File: src/rtl/bus_arbiter.sv
// Round-robin arbiter that shares one 8-bit data / 10-bit address memory bus
// between N_CORES cores, one single-beat transaction at a time, with a stall watchdog.
module bus_arbiter #(
  parameter int  N_CORES = 4,
  parameter int  TIMEOUT = 16,
  localparam int OWNER_W = $clog2(N_CORES)
) (
  input  logic                 clk,
  input  logic                 reset,
  input  logic [N_CORES-1:0]   grant_request,
  input  logic [N_CORES-1:0]   rw,
  input  logic [N_CORES*10-1:0] address,
  input  logic [N_CORES*8-1:0] data_from_core,
  output logic [N_CORES-1:0]   grant_given,
  output logic [7:0]           data_to_core,
  output logic                 mem_en,
  output logic                 mem_we,
  output logic [9:0]           mem_addr,
  output logic [7:0]           mem_wdata,
  input  logic [7:0]           mem_rdata,
  input  logic                 mem_ready,
  output logic [OWNER_W-1:0]   owner,
  output logic                 busy,
  output logic                 bus_error
);

  localparam int CNT_W = (TIMEOUT > 1) ? $clog2(TIMEOUT) : 1;
  localparam logic [CNT_W-1:0] CNT_LAST = (TIMEOUT > 0) ? CNT_W'(TIMEOUT - 1) : '0;

  typedef enum logic [1:0] {
    IDLE   = 2'd0,
    ACCESS = 2'd1,
    DONE   = 2'd2
  } state_t;

  state_t             state;
  logic [OWNER_W-1:0] rr_ptr;
  logic [CNT_W-1:0]   cnt;
  logic [OWNER_W-1:0] winner;
  logic               req_any;
  logic [OWNER_W-1:0] cand;
  logic               timeout_hit;

  // Scan upward from the core after the last winner, wrapping at N_CORES-1.
  always_comb begin
    req_any = 1'b0;
    winner  = '0;
    cand    = rr_ptr;
    for (int i = 0; i < N_CORES; i++) begin
      cand = (cand == OWNER_W'(N_CORES - 1)) ? '0 : cand + OWNER_W'(1);
      if (!req_any && grant_request[cand]) begin
        req_any = 1'b1;
        winner  = cand;
      end
    end
  end

  assign timeout_hit = (TIMEOUT != 0) && (cnt == CNT_LAST);

  always_ff @(posedge clk or negedge reset) begin
    if (!reset) begin
      state        <= IDLE;
      rr_ptr       <= OWNER_W'(N_CORES - 1);
      cnt          <= '0;
      owner        <= '0;
      grant_given  <= '0;
      data_to_core <= '0;
      mem_en       <= 1'b0;
      mem_we       <= 1'b0;
      mem_addr     <= '0;
      mem_wdata    <= '0;
      busy         <= 1'b0;
      bus_error    <= 1'b0;
    end else begin
      case (state)
        IDLE: begin
          if (req_any) begin
            owner     <= winner;
            rr_ptr    <= winner;
            mem_addr  <= address[10*winner +: 10];
            mem_we    <= rw[winner];
            mem_wdata <= data_from_core[8*winner +: 8];
            mem_en    <= 1'b1;
            busy      <= 1'b1;
            cnt       <= '0;
            state     <= ACCESS;
          end
        end
        ACCESS: begin
          // A completing memory wins over a watchdog expiry in the same cycle.
          if (mem_ready) begin
            if (!mem_we) data_to_core <= mem_rdata;
            grant_given <= N_CORES'(1) << owner;
            mem_en      <= 1'b0;
            mem_we      <= 1'b0;
            state       <= DONE;
          end else if (timeout_hit) begin
            data_to_core <= 8'hFF;
            grant_given  <= N_CORES'(1) << owner;
            bus_error    <= 1'b1;
            mem_en       <= 1'b0;
            mem_we       <= 1'b0;
            state        <= DONE;
          end else begin
            cnt <= cnt + CNT_W'(1);
          end
        end
        DONE: begin
          grant_given <= '0;
          busy        <= 1'b0;
          state       <= IDLE;
        end
        default: state <= IDLE;
      endcase
    end
  end

endmodule

File: config.mk
export PLATFORM = sky130hd
export DESIGN_NAME = bus_arbiter
export DESIGN_NICKNAME = d
export VERILOG_FILES = /design/src/rtl/bus_arbiter.sv
export SDC_FILE = /design/constraint.sdc
export NUM_CORES = 1
export LEC_CHECK = 0
export BUFFER_PORTS_ARGS = -buffer_cell sky130_fd_sc_hd__buf_2
export CAP_MARGIN = 15
export CORE_MARGIN = 5
export CORE_UTILIZATION = 25
export CTS_CLUSTER_SIZE = 8
export DETAILED_ROUTE_END_ITERATION = 12
export SYNTH_ARGS = -nofsm -noshare
export SYNTH_HDL_FRONTEND = slang
export SYNTH_SLANG_ARGS = --single-unit
File: constraint.sdc
create_clock -name clk -period 3.2 [get_ports clk]
set_input_delay 0.64 -clock clk [delete_from_list [all_inputs] [get_ports clk]]
set_output_delay 0.64 -clock clk [all_outputs]
set_load 0.03 [all_outputs]
==> results.py, run 1 <==
metrics = {
    "clock_network": {
        "postCtsResizedCells": 0,
        "cts.reportedPaths.clkPinSlew_ps": 90,
        "clock_latency_ps": 300,
        "clock_tree.htree_level_count": 2,
        "clockBufferDepth": 2,
        "post_cts_hold_buffer_count": 0,
        "cts-buffers-inserted": 5,
        "tritoncts_clock_tree": "yes",
        "buffer_type_at_the_clock_tree_root": "clkbuf_8",
        "postCtsSetupBuffers": 0,
        "clock_sinks": 44,
    },
    "drt": {
        "top_layer": "met4",
        "drt-total-wl_mm": 7.717,
        "drt_pre_antenna_iters": 4,
        "antenna_violating_nets_post_route": 0,
        "wl_met1_mm": 3.182,
        "met3_length_microns": 804,
        "wire_per_inst_microns": 15.25,
        "drt_drc_violations_left": 0,
        "wl_met2_mm": 3.694,
        "drt_iter0_markers": 207,
        "route.vias.total": 2409,
        "via_density_per_instance": 4.761,
    },
    "global_route": {
        "number_of_antenna_violations_at_the_first_check_in_global_routing": 0,
        "grt_pass1_wl_mm": 11.97,
        "gr-usage-all-layers": 0.1257,
        "grt_pass1_vias": 2464,
        "overflow": 0,
        "grt_start_max_net_pins": 45,
    },
    "place": {
        "post_dp_hpwl_mm": 5.900,
        "detailed_place.area_sq_um": 3254,
        "portBuffers": 126,
        "gp_congestion": 0.7385,
        "dpl_worst_slack_ps": 429.2,
    },
    "final_layout": {
        "multiInputGateArea_sq_um": 1260,
        "seq_area_sq_um": 1104,
        "diodes": 0,
        "final_net_count": 465,
        "share_of_post_route_cells_with_drive_strength_above_1": 0.4558,
        "area_growth_pct": 34.50,
        "num-fill-cells": 1049,
        "postLayoutCellArea_sq_um": 3366,
    },
    "worst_hold_path": {
        "hold_path_class": "reg -> reg",
    },
    "synthesis": {
        "ys_ff_latch": 44,
        "avgSynthCellArea_sq_um": 10.13,
        "syn_nets": 340,
        "synth-edff-count": 0,
        "postSynth.topFlopCell": "dfrtp_1",
        "netlist-cell-type-count": 45,
        "gate_count_of_the_mapped_netlist": 247,
        "yosys_warnings": 0,
        "ys_async_sr_fraction": 1.000,
        "mappedNetlistArea_sq_um": 2502,
        "sequential_to_total_area_share_from_yosys_stat": 0.4410,
    },
    "pwr": {
        "netSwitchingFraction": 0.4727,
        "vdd_ir_max_mv": 0.4214,
        "internal_power_mw": 1.825,
        "pwr-share-seq": 0.283,
        "switching_power_mw": 1.636,
        "power.static_leakage_nw": 1.667,
        "power.density_cell_area_nw_per_um2": 1028,
        "power.clock.fraction": 0.125,
        "comb_power_share": 0.593,
    },
    "sta": {
        "setup_total_negative_slack_ps": 0,
        "grt_setup_unrepaired": "false",
        "timing.final.setup_violations": 0,
        "slew_headroom": 0.3339,
        "fmax_mhz": 365.7,
        "layout_worst_path_cycle_share": 0.8546,
        "finalClockSkew_ps": 5.491,
        "max_slew.worst_pin.slew_ps": 999.1,
        "post-route-min-period_ps": 2735,
        "finalWorstSetupSlack_ps": 465.3,
        "hold_violations": 0,
        "slew_violations": 0,
    },
    "run": {
        "max_cap_violations": 0,
    },
    "worst_setup_path": {
        "cp.arrival_ps": 2920,
        "critical_path_required_ps": 3380,
        "critPathCaptureType": "flop",
        "worstSetupStartpointType": "flop",
        "path_class": "reg -> reg",
        "worstPathMaxFanout": 22,
    },
    "floorplanning": {
        "i_o_pins": 127,
        "core_region_area_sq_um": 9774,
        "floorplan.die_area_sq_um": 12110,
        "vertical_extent_of_the_die_microns": 110.0,
        "initial_utilization": 0.2560,
        "die_width_microns": 110.0,
        "row_count": 36,
    },
    "outcome": {
        "result_of_the_run": "finished, final reports clean",
    },
}
## sequential cells by signal, summed over array words and instances, names as in the netlist
name and flops:
state 2, mem_wdata 8, bus_error 1, mem_en 1, mem_addr 10, rr_ptr 2
busy 1, cnt 4, data_to_core 8, owner 2, grant_given 4, mem_we 1
## final timing paths
| kind | start | endpoint | slack [ps] | depth (start not counted) |
|---|---|---|---|---|
| min in group asynchronous | reset | data_to_core[0] | 510 | 1 |
| setup / recovery | rr_ptr[0] | mem_wdata[4] | 470 | 6 |
| setup reg to reg | rr_ptr[0] | mem_wdata[4] | 470 | 6 |
| hold reg to reg | bus_error | bus_error | 470 | 1 |
| hold / removal | bus_error | bus_error | 470 | 1 |
| max in group asynchronous | reset | owner[0] | 2090 | 1 |
## critical path: stages (launching register included)
cell	delay (ps)
dfstp_2	410
ha_1	270
o21ai_2	200
a21o_1	620
nand2_4	390
mux2_4	400
a221o_1	320
## per-stage QoR
step                utilization  hold WS, ps  cells  total power [mW]
floorplan                     -        344.4    247             2.520
detailed placement       0.3329        459.2    498             3.067
global placement         0.3329        460.4    498             3.016
finish                   0.3443        473.3    506             3.462
global route             0.3443        506.7    506             3.725
CTS                      0.3443        481.2    506             3.508
## power by group through the flow
| stage | clock [mW] | combinational, mW | sequential [mW] |
|---|---|---|---|
| 3_5_place_dp | 0 | 2.08 | 0.983 |
| 5_1_grt | 0.469 | 2.25 | 1.01 |
| 2_1_floorplan | 0 | 1.14 | 1.38 |
| 3_3_place_gp | 0 | 2.03 | 0.983 |
| 6_report | 0.431 | 2.05 | 0.979 |
| 4_1_cts | 0.449 | 2.08 | 0.979 |
## cell usage after synthesis, types with 2 or more instances
cell      count  area, sq um
mux2_2        2        22.52
o21ai_2       2        17.52
ha_1          2        25.02
nand3_1      22        110.1
and3_1        2        12.51
buf_4         2        15.01
a21oi_1      20        100.1
nand2b_1      5        31.28
a221o_1      17        170.2
buf_2         3        15.01
clkbuf_1      6        22.52
inv_1        11        41.29
dfstp_2       2        52.55
xor2_1        2        17.52
nor2_1        4        15.01
o21ai_0      41        205.2
buf_6         4        45.04
dfrtp_1      42         1051
mux2_4       15        225.2
nor3_1        2        10.01
mux2i_1       2        20.02
nand2_1      15        56.30
a21o_1        2        15.01
## cell usage in the layout, fill, tap and decap left out, drive strengths merged, types with 2 or more instances in the layout
| cell type | count |
|---|---|
| buf | 133 |
| o21ai | 43 |
| dfrtp | 42 |
| nand3 | 22 |
| a21oi | 20 |
| mux2 | 18 |
| a221o | 17 |
| nand2 | 16 |
| inv | 11 |
| nand2b | 5 |
| clkbuf | 5 |
| nor2 | 5 |
| nor3 | 3 |
| a21o | 2 |
| and3 | 2 |
| xor2 | 2 |
| mux2i | 2 |
| ha | 2 |
| dfstp | 2 |
| nor4 | 2 |
## layer usage
metal	vias to the layer above	global-route usage
li1	1165	-
met1	1120	0.1584
met2	117	0.2149
met3	7	0.04135
met4	0	0.01603
met5	-	0
## kinds of logic (layout without fill, tap and decap cells)
family                   after synthesis  after routing  share of synthesized area
AND/OR/NAND/NOR                       61             61                     0.1360
XOR/XNOR                               2              2                   0.007001
flip-flops                            44             44                     0.4410
multiplexers                          20             20                     0.1115
buffers and inverters                 26            152                    0.05549
adder cells (fa/ha/maj)                2              2                   0.009998
AO/OA/AOI/OAI                         92             92                     0.2390
## layout make-up
cell class,count,area share
clock inverters,3,0.01264
clock buffers,5,0.02045
flip-flops and latches,44,0.3279
inverters,11,0.01227
repair buffers,133,0.2030
well taps,133,0.04944
multi-input cells,177,0.3743
Note: power is estimated with default switching activity, not from simulation.
==> run 2: changes to the inputs <==
Settings changed: CELL_PAD_IN_SITES_DETAIL_PLACEMENT set to 1, CELL_PAD_IN_SITES_GLOBAL_PLACEMENT set to 1, PLACE_DENSITY_LB_ADDON set to 0.1.
==> run 2 against run 1 <==
  * Wire length up 10%
  * Combinational power up 2%
  * Hold slack worse by 150 ps
  * Critical path type unchanged
==> results.py, run 2 (synthesis results as in run 1) <==
metrics = {
    "clock_network": {
        "clockBufferDepth": 2,
        "tritoncts_clock_tree": "yes",
        "clock_tree.htree_level_count": 2,
        "postCtsResizedCells": 0,
        "cts.reportedPaths.clkPinSlew_ps": 90,
        "postCtsSetupBuffers": 0,
        "cts-buffers-inserted": 5,
        "clock_sinks": 44,
        "post_cts_hold_buffer_count": 0,
        "clock_latency_ps": 300,
        "buffer_type_at_the_clock_tree_root": "clkbuf_8",
    },
    "global_route": {
        "grt.met2_usage": 0.2470,
        "grtUsageMet3": 0.04426,
        "met1_usage": 0.1699,
        "overflow": 0,
        "grt_pass1_vias": 2622,
        "gr-usage-all-layers": 0.1416,
        "global_route.peak_usage_layer": "met2",
        "grt_pass1_wl_mm": 13.18,
        "grt_start_max_net_pins": 44,
        "number_of_antenna_violations_at_the_first_check_in_global_routing": 0,
    },
    "final_layout": {
        "layout_commonest_cell": "buf_2",
        "most-common-layout-cells": "126 x buf_2, 42 x dfrtp_1, 41 x o21ai_0",
        "reg_top3": "mem_addr x10, data_to_core x8, mem_wdata x8",
        "largest_register_by_flop_count": "mem_addr",
        "share_of_post_route_cells_with_drive_strength_above_1": 0.4630,
        "area_growth_pct": 36.05,
        "final_net_count": 470,
        "flip_flop_count_of_the_largest_register_all_copies_and_words_added": 10,
        "diodes": 0,
        "final_core_utilization": 0.3483,
    },
    "drt": {
        "drt_pre_antenna_iters": 4,
        "wire_per_inst_microns": 16.67,
        "antenna_violating_nets_post_route": 0,
        "drt-total-wl_mm": 8.519,
        "route.vias.total": 2421,
        "drt_iter0_markers": 86,
        "drt_drc_violations_left": 0,
        "via_density_per_instance": 4.738,
    },
    "sta": {
        "timing.final.setup_violations": 0,
        "timing.hold.ws_ps": 320.6,
        "finalWorstSetupSlack_ps": 709.3,
        "fmax_mhz": 401.5,
        "grt_setup_unrepaired": "false",
        "slew_headroom": 0.4191,
        "slew_violations": 0,
        "finalClockSkew_ps": 7.775,
        "max_slew.worst_pin.slew_ps": 871.2,
        "setup_total_negative_slack_ps": 0,
        "post-route-min-period_ps": 2491,
        "layout_worst_path_cycle_share": 0.7783,
        "hold_violations": 0,
    },
    "worst_setup_path": {
        "cp.arrival_ps": 2680,
        "critPathMostFrequentCell": "a21oi_1",
        "worstSetupStartpointType": "flop",
        "path_cells": "ha_1 -> a21oi_1 -> nor4_4 -> o21ai_2 -> a21oi_1 -> a221o_1",
        "rrSetupSlack_ps": 710,
        "path_class": "reg -> reg",
        "critPathMaxStageDelay_ps": 680,
        "worstPathMaxFanout": 18,
        "critPathCaptureType": "flop",
        "cell_with_the_biggest_individual_delay_on_the_critical_path": "o21ai_2",
        "critical_path_required_ps": 3390,
    },
    "pwr": {
        "power.static_leakage_nw": 1.697,
        "power.density_cell_area_nw_per_um2": 1012,
        "switching_power_mw": 1.653,
        "netSwitchingFraction": 0.4799,
        "power_mw": 3.444,
        "power.clock.fraction": 0.107,
        "internal_power_mw": 1.791,
        "pwr-share-seq": 0.283,
        "comb_power_share": 0.610,
        "vdd_ir_max_mv": 0.3743,
    },
    "place": {
        "dpl_worst_slack_ps": 677.3,
        "post_dp_hpwl_mm": 6.471,
        "portBuffers": 126,
        "gp_congestion": 0.7198,
    },
    "floorplanning": {
        "die_width_microns": 110.0,
        "initial_utilization": 0.2560,
        "vertical_extent_of_the_die_microns": 110.0,
        "row_count": 36,
        "core_region_area_sq_um": 9774,
        "i_o_pins": 127,
        "floorplan.die_area_sq_um": 12110,
    },
    "outcome": {
        "result_of_the_run": "finished, final reports clean",
    },
    "worst_hold_path": {
        "hold_path_class": "in -> async",
    },
    "run": {
        "max_cap_violations": 0,
    },
}
-- run 2: cell types whose count changed in the layout (fill, tap and decap cells not counted), sizes merged --
cell	change
buf	+5
bufinv	-1
clkbuf	+1
clkinv	+1
clkinvlp	-1
-- run 2: worst paths after layout --
kind | startpoint | end | cells after the start
worst min-delay path | reset | data_to_core[7] | 1
min in group clk | rr_ptr[1] | rr_ptr[1] | 2
worst max-delay path | rr_ptr[0] | mem_addr[5] | 6
max in group asynchronous | reset | rr_ptr[1] | 3
worst max register to register | rr_ptr[0] | mem_addr[5] | 6
worst min register to register | rr_ptr[1] | rr_ptr[1] | 2
-- run 2: cell type report --
| cell class | count | area [sq um] |
|---|---|---|
| fill | 1166 | 6370 |
| multi-input combinational | 177 | 1260 |
| sequential | 44 | 1104 |
| timing repair buffer | 138 | 740.7 |
| tap | 133 | 166.4 |
| clock buffer | 6 | 82.58 |
| inverter | 11 | 41.29 |
| clock inverter | 2 | 10.01 |
-- run 2: metal layers --
layer | vias up | part of all wire
li1 | 1178 | -
met1 | 1148 | 0.42
met2 | 91 | 0.49
met3 | 4 | 0.083
met4 | 0 | 0.0076
met5 | - | 0
-- run 2: power by group through the flow --
stage / sequential, mW / clock, mW / combinational [mW]
floorplan: 1.38 / 0 / 1.14
global placement: 0.992 / 0 / 2.11
detailed placement: 0.984 / 0 / 2.15
CTS: 0.981 / 0.385 / 2.15
global route: 1.01 / 0.411 / 2.31
finish: 0.975 / 0.368 / 2.10
-- run 2: worst max-delay path: cells and delay by family, from the launching register on --
| family | cells | cell delay, ps |
|---|---|---|
| flip-flops | 1 | 600 |
| adder cells (fa/ha/maj) | 1 | 330 |
| AO/OA/AOI/OAI | 4 | 1360 |
| AND/OR/NAND/NOR | 1 | 90 |
-- run 2: metrics by stage --
| step | instances | area [sq um] |
|---|---|---|
| CTS | 510 | 3377 |
| finish | 511 | 3405 |
| global placement | 502 | 3284 |
| detailed placement | 502 | 3284 |
| floorplan | 247 | 2502 |
| global route | 511 | 3405 |
